[src/rtl/tune_if.sv]
// Control/status bundle for tune_sequencer: start/abort and tune data in,
// sequencing status and speaker output back.
interface tune_if;
  logic        start;
  logic        abort;
  logic [47:0] notes;
  logic [1:0]  reps;
  logic        busy;
  logic [1:0]  note_idx;
  logic        pwm;
  logic        done;

  modport master (output start, abort, notes, reps, input busy, note_idx, pwm, done);
  modport slave  (input start, abort, notes, reps, output busy, note_idx, pwm, done);
endinterface

[src/rtl/tune_sequencer.sv]
// Plays a snapshotted three-note tune (pitch/duration byte pairs) for reps+1 passes.
// Optional feature macro: TUNE_RESTART_EN (start while busy restarts the tune).
module tune_sequencer #(
  parameter int TICKS_PER_UNIT = 240000,
  parameter int HALF_BASE      = 6000,
  parameter int HALF_STEP      = 40,
  parameter int GAP_TICKS      = 24000
) (
  input  logic   int_osc,
  input  logic   reset_n,
  tune_if.slave  bus
);
  localparam int PW = $clog2(TICKS_PER_UNIT + 1);
  localparam int GW = (GAP_TICKS > 0) ? $clog2(GAP_TICKS + 1) : 1;
  localparam logic [PW-1:0] PMAX = PW'(TICKS_PER_UNIT - 1);
  localparam logic [GW-1:0] GMAX = GW'((GAP_TICKS > 0) ? GAP_TICKS - 1 : 0);

  typedef enum logic [1:0] {IDLE, LOAD, PLAY, GAP} state_t;

  state_t        state;
  logic [47:0]   snap;
  logic [1:0]    reps_s, pass, idx;
  logic [15:0]   half, tcnt;
  logic [PW-1:0] pre;
  logic [7:0]    unit;
  logic [GW-1:0] gcnt;
  logic          busy_q, pwm_q, done_q;

  logic [7:0] cur_p, cur_d;
  logic       play_end, gap_end, adv, adv_fin;
  logic [1:0] adv_idx, adv_pass;

  always_comb begin
    cur_p = snap[47:40];
    cur_d = snap[39:32];
    case (idx)
      2'd1: begin cur_p = snap[31:24]; cur_d = snap[23:16]; end
      2'd2: begin cur_p = snap[15:8];  cur_d = snap[7:0];   end
      default: ;
    endcase
  end

  // A note ends at LOAD when d=0, at the last PLAY cycle when there is no gap,
  // or at the last GAP cycle; all share the same advance decision.
  always_comb begin
    play_end = (pre == PMAX) && (unit == cur_d - 8'd1);
    gap_end  = (gcnt == GMAX);
    adv      = ((state == LOAD) && (cur_d == 8'd0)) ||
               ((state == PLAY) && play_end && (GAP_TICKS == 0)) ||
               ((state == GAP) && gap_end);
    adv_fin  = (idx == 2'd2) && !(pass < reps_s);
    adv_idx  = (idx == 2'd2) ? 2'd0 : idx + 2'd1;
    adv_pass = ((idx == 2'd2) && (pass < reps_s)) ? pass + 2'd1 : pass;
  end

  always_ff @(posedge int_osc or negedge reset_n) begin
    if (!reset_n) begin
      state  <= IDLE;
      snap   <= '0;
      reps_s <= '0;
      pass   <= '0;
      idx    <= '0;
      half   <= '0;
      tcnt   <= '0;
      pre    <= '0;
      unit   <= '0;
      gcnt   <= '0;
      busy_q <= 1'b0;
      pwm_q  <= 1'b0;
      done_q <= 1'b0;
    end else begin
      done_q <= 1'b0;
      if (bus.abort) begin
        state  <= IDLE;
        busy_q <= 1'b0;
        idx    <= '0;
        pwm_q  <= 1'b0;
`ifdef TUNE_RESTART_EN
      end else if (bus.start && state != IDLE) begin
        snap   <= bus.notes;
        reps_s <= bus.reps;
        idx    <= '0;
        pass   <= '0;
        pwm_q  <= 1'b0;
        state  <= LOAD;
`endif
      end else if (adv) begin
        pwm_q  <= 1'b0;
        idx    <= adv_idx;
        pass   <= adv_pass;
        state  <= adv_fin ? IDLE : LOAD;
        busy_q <= !adv_fin;
        done_q <= adv_fin;
      end else begin
        case (state)
          IDLE: if (bus.start) begin
            snap   <= bus.notes;
            reps_s <= bus.reps;
            idx    <= '0;
            pass   <= '0;
            busy_q <= 1'b1;
            state  <= LOAD;
          end
          LOAD: begin
            half  <= 16'(HALF_BASE) + 16'(cur_p) * 16'(HALF_STEP);
            pre   <= '0;
            unit  <= '0;
            tcnt  <= '0;
            gcnt  <= '0;
            pwm_q <= (cur_p != 8'd0);
            state <= PLAY;
          end
          PLAY: begin
            if (pre == PMAX) begin
              pre  <= '0;
              unit <= unit + 8'd1;
            end else begin
              pre <= pre + 1'b1;
            end
            // Rest notes keep counting but never toggle, so pwm stays 0.
            if (tcnt == half - 16'd1) begin
              tcnt <= '0;
              if (cur_p != 8'd0) pwm_q <= ~pwm_q;
            end else begin
              tcnt <= tcnt + 16'd1;
            end
            if (play_end) begin
              pwm_q <= 1'b0;
              gcnt  <= '0;
              state <= GAP;
            end
          end
          GAP: gcnt <= gcnt + 1'b1;
          default: state <= IDLE;
        endcase
      end
    end
  end

  assign bus.busy     = busy_q;
  assign bus.note_idx = idx;
  assign bus.pwm      = pwm_q;
  assign bus.done     = done_q;
endmodule

[src/flat_wrapper.sv]
// flat-port wrapper written by rule: the top's interface ports become plain ports
module tune_sequencer_flat 
#(
  parameter int TICKS_PER_UNIT = 240000,
  parameter int HALF_BASE      = 6000,
  parameter int HALF_STEP      = 40,
  parameter int GAP_TICKS      = 24000
)
  (int_osc, reset_n, bus_start, bus_abort, bus_notes, bus_reps, bus_busy, bus_note_idx, bus_pwm, bus_done);
  tune_if bus_i ();
  input  logic int_osc;
  input  logic reset_n;
  input wire logic [$bits(bus_i.start)-1:0] bus_start;
  input wire logic [$bits(bus_i.abort)-1:0] bus_abort;
  input wire logic [$bits(bus_i.notes)-1:0] bus_notes;
  input wire logic [$bits(bus_i.reps)-1:0] bus_reps;
  output wire logic [$bits(bus_i.busy)-1:0] bus_busy;
  output wire logic [$bits(bus_i.note_idx)-1:0] bus_note_idx;
  output wire logic [$bits(bus_i.pwm)-1:0] bus_pwm;
  output wire logic [$bits(bus_i.done)-1:0] bus_done;
  assign bus_i.start = bus_start;
  assign bus_i.abort = bus_abort;
  assign bus_i.notes = bus_notes;
  assign bus_i.reps = bus_reps;
  assign bus_busy = bus_i.busy;
  assign bus_note_idx = bus_i.note_idx;
  assign bus_pwm = bus_i.pwm;
  assign bus_done = bus_i.done;
  tune_sequencer #(.TICKS_PER_UNIT(TICKS_PER_UNIT), .HALF_BASE(HALF_BASE), .HALF_STEP(HALF_STEP), .GAP_TICKS(GAP_TICKS)) u_core (.int_osc(int_osc), .reset_n(reset_n), .bus(bus_i));
endmodule
[config.mk]
export PLATFORM = sky130hd
export DESIGN_NAME = tune_sequencer_flat
export DESIGN_NICKNAME = d
export VERILOG_FILES = /design/src/rtl/tune_if.sv /design/src/rtl/tune_sequencer.sv /design/src/flat_wrapper.sv
export SDC_FILE = /design/constraint.sdc
export NUM_CORES = 1
export LEC_CHECK = 0
export CAP_MARGIN = 20
export CORE_UTILIZATION = 33
export DETAILED_ROUTE_END_ITERATION = 12
export SLEW_MARGIN = 20
export SYNTH_ARGS = -nofsm -noshare
export SYNTH_HDL_FRONTEND = slang
export SYNTH_SLANG_ARGS = --single-unit
[constraint.sdc]
create_clock -name int_osc -period 7.3 [get_ports int_osc]
set_clock_uncertainty 0.15 [all_clocks]
set_input_delay 1.825 -clock int_osc [delete_from_list [all_inputs] [get_ports int_osc]]
set_output_delay 1.825 -clock int_osc [all_outputs]
set_load 0.005 [all_outputs]
; ---- Word-level counts from Yosys, hierarchy flattened
; Index checks and enable logic that the tools add are counted.
[word_totals]
regBits = 132
out_inout_bits = 5
[op_classes]
n_addsub = 9
mul = 1
magnitude_cmp = 1
eq_ne = 16
mux = 35
bitwise = 3
n_reduce_logical = 28
[ops]
columns = op, n
row1 = $pmux 8 s2, 3
row2 = $pmux 15 s3, 1
row3 = $pmux 18 s2, 1
row4 = $pmux 16 s2, 1
row5 = $mux 2, 11
row6 = $add 18x1->18 const B, 1
row7 = $eq 18x18->1 const B, 1
row8 = $mux 18, 1
row9 = $add 16x1->16 const B, 1
row10 = $eq 16x16->1, 1
row11 = $mux 16, 1
row12 = $reduce_and 4->1, 4
row13 = $sub 16x1->16 const B, 1
row14 = $add 13x14->15 const A, 1
row15 = $add 15x1->15 const B, 1
row16 = $eq 15x15->1 const B, 1
row17 = $mux 15, 1
row18 = $mux 1, 12
row19 = $reduce_and 3->1, 4
row20 = $mul 8x3->11 const B, 1
row21 = $ne 5x3->1 const B, 2
row22 = $reduce_bool 3->1, 3
row23 = $add 8x1->8 const B, 1
row24 = $eq 8x8->1, 1
row25 = other kinds (23), 37

; ---- Depth between registers and ports, before layout
; Gate-level depths: netlist of run 1.
[depth]
ltp_word = 9
ltp_mapped = 19

; ---- Least setup slack after synthesis of run 1
; No wires, ideal clock.
[synth_timing]
kind = reg-to-reg
startpoint = reg u_core.idx[0], in the netlist u_core.bus.note_idx[0]
endpoint = reg u_core.half[13]
setup_ns = 0.083
t_arrival_ns = 3.678
required_time_ns = 7.067
setup_slack_ns = 3.390
stages_incl_launch_ff = 18
path_buffers = 3
period_less_slack_ns = 3.910
path_cell_list = dfrtp_1 > inv_1 > ha_1 > buf_2 > clkbuf_1 > buf_2 > a21oi_1 > ha_1 > ha_1 > fa_1 > a21o_1 > a21oi_1 > o21bai_1 > a21oi_1 > xor2_1 > o21ai_0 > xor2_1 > o21ai_0
[synth_via]
elab_chain_cells = 7
[synth_rtl]
columns = element, line_no
row1 = "start, declared", tune_sequencer.sv:22  ; logic [1:0] reps_s, pass, idx;
row2 = "start signal, assigned", tune_sequencer.sv:89  ; idx <= adv_idx;
row3 = "parallel branches: the longest is 7 deep, another holds $add 13x14->15", -
row4 = "end signal, assigned", tune_sequencer.sv:105  ; half <= 16'(HALF_BASE) + 16'(cur_p) * 16'(HALF_STEP);
row5 = "end, declared", tune_sequencer.sv:23  ; logic [15:0] half, tcnt;
; Parallel ways; which one is timed is not known.
; A chain may end at the register's enable or synchronous reset.

; ---- Worst setup path after layout of run 1
[layout_timing]
startpoint = reg u_core.idx[0], in the netlist u_core.bus.note_idx[0]
endpoint = reg u_core.gcnt[5]
[layout_via]
elab_chain_cells = 7
[layout_rtl]
columns = element, line_no
row1 = $eq 2x2->1 / $eq 2x1->1 (equally long branches), tune_sequencer.sv:36  ; case (idx)
row2 = $pmux 8 s2 (*), tune_sequencer.sv:36
row3 = $sub 8x1->8 / $logic_not 8->1 (equally long branches), "tune_sequencer.sv:46, tune_sequencer.sv:48"
row4 = $eq 8x8->1 / $logic_and 1x1->1 (equally long branches), "tune_sequencer.sv:46, tune_sequencer.sv:48"
row5 = $logic_and 1x1->1 / $logic_or 1x1->1 (equally long branches), "tune_sequencer.sv:46, tune_sequencer.sv:49"
row6 = $ne 2x1->1 (no source line) / $not 1->1 (equally long branches), -
row7 = $reduce_and 4->1 (no source line) (*), -
row8 = "end signal, assigned", tune_sequencer.sv:133  ; GAP: gcnt <= gcnt + 1'b1;
row9 = "end, declared", tune_sequencer.sv:26  ; logic [GW-1:0] gcnt;
; Every way passes the cells marked *; elsewhere a longest branch is shown, timed or not.

==> results of run 1 <==
-- per-stage QoR --
stage	hold WS [ps]	setup WS [ps]	std cells	total power, W
2_1_floorplan	305.7	3390	742	0.002079
5_1_grt	373.9	2566	1086	0.003466
4_1_cts	345.6	2937	1086	0.003252
3_3_place_gp	331.8	2991	1054	0.002361
6_report	345.2	2935	1086	0.003218
3_5_place_dp	333.7	2986	1054	0.002381
-- cell usage in the layout, fill, tap and decap left out, types with 7 or more instances in the layout --
| cell | count |
|---|---|
| sky130_fd_sc_hd__nor3_1 | 12 |
| sky130_fd_sc_hd__o21ai_0 | 45 |
| sky130_fd_sc_hd__and3_1 | 14 |
| sky130_fd_sc_hd__nor2_1 | 55 |
| sky130_fd_sc_hd__a21oi_1 | 29 |
| sky130_fd_sc_hd__dfrtp_1 | 128 |
| sky130_fd_sc_hd__and2_1 | 11 |
| sky130_fd_sc_hd__clkbuf_16 | 17 |
| sky130_fd_sc_hd__ha_1 | 28 |
| sky130_fd_sc_hd__mux2_2 | 51 |
| sky130_fd_sc_hd__a22oi_1 | 10 |
| sky130_fd_sc_hd__o31ai_1 | 25 |
| sky130_fd_sc_hd__nand2_1 | 61 |
| sky130_fd_sc_hd__clkdlybuf4s50_1 | 57 |
| sky130_fd_sc_hd__a22o_1 | 9 |
| sky130_fd_sc_hd__a21o_1 | 7 |
| sky130_fd_sc_hd__nor2b_1 | 7 |
| sky130_fd_sc_hd__xnor2_1 | 29 |
| sky130_fd_sc_hd__nand3_1 | 33 |
| sky130_fd_sc_hd__o21ai_1 | 16 |
| sky130_fd_sc_hd__xor2_1 | 25 |
| sky130_fd_sc_hd__inv_1 | 20 |
| sky130_fd_sc_hd__nand4_1 | 19 |
| sky130_fd_sc_hd__mux2i_1 | 8 |
-- area by class of cell --
class	instances	area, um^2	share of cell area [%]
clock buffer	20	456.7	5.227
multi-input combinational	563	3902	44.67
sequential	128	3203	36.66
timing repair buffer	63	615.6	7.046
tap	280	350.3	4.010
clock inverter	12	133.9	1.532
inverter	20	75.07	0.8592
-- worst paths after layout --
kind	to	slack, ps	depth (start not counted)	startpoint
min in group asynchronous	u_core.pass[1]$_DFFE_PN0P_	1280	1	reset_n
min	u_core.bus.busy$_DFFE_PN0P_	350	2	u_core.bus.busy$_DFFE_PN0P_
min reg2reg	u_core.bus.busy$_DFFE_PN0P_	350	2	u_core.bus.busy$_DFFE_PN0P_
max	u_core.gcnt[5]$_DFFE_PN0P_	2930	12	u_core.bus.note_idx[0]$_DFFE_PN0P_
max reg2reg	u_core.gcnt[5]$_DFFE_PN0P_	2930	12	u_core.bus.note_idx[0]$_DFFE_PN0P_
max in group asynchronous	u_core.half[9]$_DFFE_PN0P_	4280	2	reset_n
-- routing by layer --
metal	part of all wire [%]	wire length (um)
met1	50	8019
met2	45	7189
met3	3.2	505
met4	1.4	229
met5	0	0
-- registers in the layout (all words and copies together) (netlist names), 2 cells and up --
name / flops
u_core.pass: 2
u_core.pre: 18
u_core.gcnt: 15
u_core.state: 2
u_core.snap: 48
u_core.reps_s: 2
u_core.half: 12
u_core.tcnt: 16
u_core.unit: 8
u_core.bus.note_idx: 2
-- cells by family (layout without fill, tap and decap cells) --
family,Yosys count,in the layout,synth area share [%]
AND/OR/NAND/NOR,246,246,16.92
AO/OA/AOI/OAI,175,175,15.79
flip-flops,128,128,43.81
multiplexers,59,59,8.949
XOR/XNOR,54,54,6.468
buffers and inverters,51,115,2.995
adder cells (fa/ha/maj),29,29,5.065
-- power groups by stage --
stage,sequential [W],clock (W),combinational (W)
finish,0.00105,0.000850,0.00131
global route,0.00108,0.000902,0.00148
CTS,0.00106,0.000870,0.00133
detailed placement,0.00107,0,0.00132
global placement,0.00106,0,0.00130
floorplan,0.00102,0,0.00106
-- worst min-delay path, delay by kind of cell, from the launching register on --
kind,cells,cell delay [ps]
and+or+nand+nor,2,120
DFF,1,340
==> impl_summary.log, run 1 <==
[metrics] type of element capturing the critical path: flip-flop
[metrics] post-place instance area: 8147 um^2
[metrics] critical-path maximum fanout: 19
[metrics] post-cts sizing count: 0
[metrics] Worst path top cell family by delay: compound AO/OA/AOI/OAI gates
[metrics] antenna violations before repair: 0
[metrics] share of the core filled with cells: 40.16%
[metrics] post-detailed-route DRC marker count: 0
[metrics] gr usage total: 15.16%
[metrics] routing usage on met1: 21.60%
[metrics] antenna diode count: 0
[metrics] Crit-path slowest cell: sky130_fd_sc_hd__mux2i_1
[metrics] distinct cell type count of the synthesized netlist: 58
[metrics] Int Pwr: 0.002036 W
[metrics] mean number of vias per cell: 5.139
[metrics] area of the core region: 21760 um^2
[metrics] total gr overflow: 0
[metrics] # rows: 54
[metrics] Worst Path Buf+Inv: 1
[metrics] maximum cell stage delay along the critical path: 570 ps
[metrics] setup repair after global routing missed its margin: no
[metrics] final hold violation count: 0
[metrics] number of port buffers: 58
[metrics] Total Negative Setup Slacks: 0 ps
[metrics] detailed-router iteration count before antenna repair: 4
[metrics] per-cell routed wire length: 14.68 um
[metrics] area growth from synthesis to layout: 19.49%
[metrics] # clock sinks: 128
[metrics] met3 usage: 3.012%
[metrics] share of total power in sequential cells: 32.8%
[metrics] number of enable flip-flop cells after synthesis: 0
[metrics] largest net degree at the start of global routing: 77
[metrics] Synth top cells by count: sky130_fd_sc_hd__dfrtp_1 (128), sky130_fd_sc_hd__nand2_1 (61), sky130_fd_sc_hd__nor2_1 (56)
[metrics] number of nets with antenna violations after routing: 0
[metrics] Gate Count Post-Synth: 742
[metrics] global routing met2 resource utilization: 22.64%
[metrics] layout cell share with drive strength beyond 1: 12.28%
[metrics] Max Transition Viols Final: 0
[metrics] final worst path period share: 59.80%
[metrics] via count of the first global-routing pass: 5348
[metrics] detailed-route wire length: 15940 um
[metrics] die span in y: 150.9 um
[metrics] Clk Tree Root Cell: sky130_fd_sc_hd__clkbuf_16
[metrics] HPWL after detailed placement: 11030 um
[metrics] CTS buffer count: 17
[metrics] total via count in the routed design: 5581
[metrics] number of warnings issued by yosys: 0
[metrics] cell accounting for the most synthesized area: sky130_fd_sc_hd__dfrtp_1
[metrics] critical path start-end classification: reg -> reg
[metrics] number of synthesized register bits: 128
[metrics] share of total power in the clock network: 26.4%
[metrics] gpl congestion: 0.7751
[metrics] insertion delay of the later-clocked pin in the worst-skew pair: 430 ps
[metrics] count of nets after finishing: 876
[metrics] busiest layer in global routing: met2
[metrics] post-synth net total: 825
[metrics] Total Die Area: 22760 um^2
[metrics] H-tree depth: 4
[metrics] Peak Freq: 0.2291 GHz
[metrics] Hold Path Class: reg -> reg
[metrics] cell-by-cell listing of the critical path: inv_1 > ha_1 > a22o_1 > mux2i_1 > ha_1 > xnor2_1 > xnor2_1 > o2111a_1 > o2111a_1 > o21a_1 > nand3_1 > o41ai_1
[metrics] die span in x: 150.9 um
[metrics] Critical Path Source Type: flip-flop
[metrics] top-level port count: 59
[metrics] part of the power in combinational logic: 40.8%
[metrics] post-route minimum period: 4365 ps
[metrics] fill cell instance count of the final layout: 2193
[metrics] total of endpoints with negative setup slack in the final report: 0
[metrics] net switching component of the power: 0.001182 W
[metrics] number of buffers on the longest clock path: 2
[metrics] result of the run: finished clean
[metrics] wire length of the first global-routing pass: 27280 um
[metrics] synthesized area per cell: 9.854 um^2
[metrics] hold_buf cts: 0
[metrics] static leakage: 3.627 nW
[metrics] Post-Synthesis Cell Area: 7312 um^2
[metrics] DRT iter0 DRCs: 334
[metrics] worst slew pin tran: 960.4 ps
[metrics] pwr/cell area: 368.3 nW/um^2
[metrics] top-area cell type share of the netlist area: 43.81%
[metrics] VDD IR max: 0.1709 mV
[metrics] clock input transition at the sequential cells of the worst setup and hold paths: 60 ps
[metrics] required time of the critical path: 7460 ps
[metrics] Layout Cell Area excl Fill: 8737 um^2
[metrics] most repeated cell in the gate-level netlist after synthesis: sky130_fd_sc_hd__dfrtp_1
[metrics] normalized max-slew margin: 35.48%
[metrics] CTS tree: yes
[metrics] post-CTS repair timing setup buffer count: 0
[metrics] Critical Path AT: 4520 ps
[metrics] fraction of the yosys area taken by sequential cells: 43.81%
[metrics] initial cell density of the core: 33.61%
[metrics] Main synth FF type: sky130_fd_sc_hd__dfrtp_1
[metrics] top area cells in the synthesized netlist: sky130_fd_sc_hd__dfrtp_1 (44%), sky130_fd_sc_hd__mux2_2 (7.9%), sky130_fd_sc_hd__ha_1 (4.8%)
[metrics] number of max-capacitance violations reported: 0
[metrics] post-synthesis async set-or-reset flop share: 100.0%
[metrics] Sw Share: 36.74%
(Power assumes the default switching activity.)
==> run 2, diff against run 1 <==
- clock period: 7.3 -> 4.57 ns (I/O delays scaled with it)
==> run 2 against run 1 <==
Combinational power grew 61%. Sequential power grew 61%. First-iteration DRC count grew 9.9%. Hold slack gained 4.4 ps. Global-route usage shrank 0.14 points. Non-clock buffer count grew 9. Sequential cell count is the same. Worst setup slack lost 2600 ps. Design area grew 1.7%. Utilization grew 0.69 points. Largest cell class unchanged.
==> impl_summary.log, run 2 (synthesis gave the netlist of run 1 again) <==
[metrics] Hold Path Class: reg -> reg
[metrics] Final Power: 0.005319 W (+65%)
[metrics] result of the run: finished clean
[metrics] gr usage total: 15.02% (-0.14 points)
[metrics] final hold violation count: 0 (unchanged)
[metrics] Worst Path Buf+Inv: 1 (unchanged)
[metrics] antenna violations before repair: 0 (unchanged)
[metrics] # rows: 54 (unchanged)
[metrics] number of max-capacitance violations reported: 0 (unchanged)
[metrics] DRT iter0 DRCs: 367 (+9.9%)
[metrics] area growth from synthesis to layout: 21.54%
[metrics] worst flop-to-flop path startpoint: u_core.bus.note_idx[1]$_DFFE_PN0P_
[metrics] per-cell routed wire length: 14.45 um (-1.6%)
[metrics] critical-path maximum fanout: 21 (+2)
[metrics] CTS buffer count: 17 (unchanged)
[metrics] static leakage: 3.714 nW (+2.4%)
[metrics] Top Registers: u_core.snap: 48 flops, u_core.pre: 18 flops, u_core.tcnt: 16 flops
[metrics] share of total power in sequential cells: 31.8% (-1.0 points)
[metrics] multi-input gate area in the final layout: 3897 um^2 (-0.13%)
[metrics] via count of the first global-routing pass: 5409 (+1.1%)
[metrics] Int Pwr: 0.003469 W (+70%)
[metrics] register ranked first by flip-flop count: u_core.snap
[metrics] post-CTS repair timing setup buffer count: 0 (unchanged)
[metrics] critical path start-end classification: reg -> reg
[metrics] Clk Tree Root Cell: sky130_fd_sc_hd__clkbuf_16
[metrics] worst slew pin tran: 897.2 ps (-63.19 ps)
[metrics] net switching component of the power: 0.001850 W (+56%)
[metrics] Worst path top cell family by delay: adder cells
[metrics] post-detailed-route DRC marker count: 0 (unchanged)
[metrics] final worst path period share: 92.48% (+33 points)
[metrics] gpl congestion: 0.8378 (+8.1%)
[metrics] Max Transition Viols Final: 0 (unchanged)
[metrics] type of element capturing the critical path: flip-flop
[metrics] die span in y: 150.9 um (unchanged)
[metrics] total via count in the routed design: 5629 (+0.86%)
[metrics] # clock sinks: 128 (unchanged)
[metrics] H-tree depth: 4 (unchanged)
[metrics] antenna diode count: 0 (unchanged)
[metrics] initial cell density of the core: 33.61% (unchanged)
[metrics] commonest non-fill, non-tap cells in the layout: sky130_fd_sc_hd__dfrtp_1 (128), sky130_fd_sc_hd__nand2_1 (61), sky130_fd_sc_hd__clkdlybuf4s50_1 (57)
[metrics] cell-by-cell listing of the critical path: inv_1 > ha_1 > mux2i_1 > ha_1 > xnor2_1 > xnor2_1 > o2111a_1 > o2111a_1 > o21a_1 > nand3_1 > o41ai_1
[metrics] share of total power in the clock network: 28.5% (+2.1 points)
[metrics] clock input transition at the sequential cells of the worst setup and hold paths: 60 ps (about the same)
[metrics] post-route minimum period: 4226 ps (-138.9 ps)
[metrics] leading cell type in the layout, fill and taps excluded: sky130_fd_sc_hd__dfrtp_1
[metrics] HPWL after detailed placement: 11350 um (+2.9%)
[metrics] die span in x: 150.9 um (unchanged)
[metrics] number of nets with antenna violations after routing: 0 (unchanged)
[metrics] post-cts sizing count: 0 (unchanged)
[metrics] pwr/cell area: 598.5 nW/um^2 (+62%)
[metrics] Total Negative Setup Slacks: 0 ps (unchanged)
[metrics] Critical Path AT: 4380 ps (-140 ps)
[metrics] CTS tree: yes
[metrics] largest net degree at the start of global routing: 51 (-34%)
[metrics] flip-flop count of the largest register, all copies and words added: 48 (unchanged)
[metrics] total gr overflow: 0 (unchanged)
[metrics] depth of the worst register-to-register path: 11 (-1)
[metrics] wire length of the first global-routing pass: 27130 um (-0.53%)
[metrics] detailed-route wire length: 15820 um (-0.78%)
[metrics] required time of the critical path: 4720 ps (-2740 ps)
[metrics] normalized max-slew margin: 39.73% (+4.2 points)
[metrics] setup slack, reg-to-reg: 340 ps (-2590 ps)
[metrics] maximum cell stage delay along the critical path: 750 ps (+180 ps)
[metrics] hold_buf cts: 0 (unchanged)
[metrics] count of nets after finishing: 885 (+1.0%)
[metrics] setup repair after global routing missed its margin: no
[metrics] layout cell share with drive strength beyond 1: 13.01% (+0.72 points)
[metrics] Crit-path slowest cell: sky130_fd_sc_hd__ha_1
[metrics] Reg area: 3203 um^2 (unchanged)
[metrics] Sw Share: 34.78% (-2.0 points)
[metrics] insertion delay of the later-clocked pin in the worst-skew pair: 420 ps (about the same)
[metrics] number of port buffers: 58 (unchanged)
[metrics] mean number of vias per cell: 5.141 (about the same)
[metrics] detailed-router iteration count before antenna repair: 5 (+1)
[metrics] Hold Crit Endpoint: u_core.gcnt[12]$_DFFE_PN0P_
[metrics] part of the power in combinational logic: 39.7% (-1.1 points)
[metrics] WHS: 349.7 ps (+4.441 ps)
[metrics] total of endpoints with negative setup slack in the final report: 0 (unchanged)
[metrics] fill cell instance count of the final layout: 2134 (-2.7%)
[metrics] number of buffers on the longest clock path: 2 (unchanged)
[metrics] area of the core region: 21760 um^2 (unchanged)
[metrics] Total Die Area: 22760 um^2 (unchanged)
[metrics] VDD IR max: 0.2834 mV (+66%)
[metrics] top-level port count: 59 (unchanged)
[metrics] Peak Freq: 0.2366 GHz (+3.3%)
[metrics] Worst R2R End: u_core.gcnt[5]$_DFFE_PN0P_
[metrics] startpoint of the worst hold path: u_core.gcnt[12]$_DFFE_PN0P_
[metrics] Critical Path Source Type: flip-flop
[metrics] number of instances on the worst hold path: 1 (-1)
[run 2: cell type report]
type / count / share of cell area [%]
multi-input combinational: 563 / 43.85
inverter: 20 / 0.8447
clock inverter: 9 / 1.999
sequential: 128 / 36.04
clock buffer: 23 / 5.491
timing repair buffer: 72 / 7.828
tap: 280 / 3.942
[run 2: worst max path at each step]
stage                                              to  slack, ps  cells after the start                               start
after global placement     u_core.gcnt[5]$_DFFE_PN0P_        450                     11  u_core.bus.note_idx[0]$_DFFE_PN0P_
final                      u_core.gcnt[5]$_DFFE_PN0P_        340                     11  u_core.bus.note_idx[1]$_DFFE_PN0P_
after global routing       u_core.gcnt[9]$_DFFE_PN0P_         20                     11  u_core.bus.note_idx[1]$_DFFE_PN0P_
after detailed placement   u_core.gcnt[5]$_DFFE_PN0P_        360                     11  u_core.bus.note_idx[0]$_DFFE_PN0P_
after CTS                  u_core.gcnt[5]$_DFFE_PN0P_        350                     11  u_core.bus.note_idx[0]$_DFFE_PN0P_
after floorplan           u_core.half[13]$_DFFE_PN0P_        660                     17  u_core.bus.note_idx[0]$_DFFE_PN0P_
[run 2: through the flow]
| stage | cell area, um^2 | instances | worst slack (ps) | util [%] |
|---|---|---|---|---|
| 6_report | 8887 | 1095 | 343.8 | 40.85 |
| 4_1_cts | 8887 | 1095 | 352.6 | 40.85 |
| 3_5_place_dp | 8222 | 1063 | 357.5 | 37.79 |
| 2_1_floorplan | 7312 | 742 | 659.5 | - |
| 5_1_grt | 8887 | 1095 | 24.22 | 40.85 |
| 3_3_place_gp | 8222 | 1063 | 447.3 | 37.79 |
[run 2: worst register-to-register path, cell delays in order (launching register included)]
cell and delay (ps):
sky130_fd_sc_hd__dfrtp_1 380, sky130_fd_sc_hd__inv_1 80, sky130_fd_sc_hd__ha_1 750, sky130_fd_sc_hd__mux2i_1 550, sky130_fd_sc_hd__ha_1 410, sky130_fd_sc_hd__xnor2_1 170
sky130_fd_sc_hd__xnor2_1 140, sky130_fd_sc_hd__o2111a_1 200, sky130_fd_sc_hd__o2111a_1 200, sky130_fd_sc_hd__o21a_1 160, sky130_fd_sc_hd__nand3_1 440, sky130_fd_sc_hd__o41ai_1 490
[run 2: per-layer routing]
layer	share of wire (%)	global-route usage, %
met5	0	0
met2	46	23.10
met4	1.2	5.700
met3	2.6	2.410
met1	50	21.13
[run 2: power groups by stage]
stage	registers, W	clock network (W)	logic (W)
final	0.00169	0.00152	0.00211
after global routing	0.00174	0.00160	0.00239
after CTS	0.00170	0.00154	0.00213
after detailed placement	0.00171	0	0.00210
after global placement	0.00171	0	0.00208
after floorplan	0.00162	0	0.00170
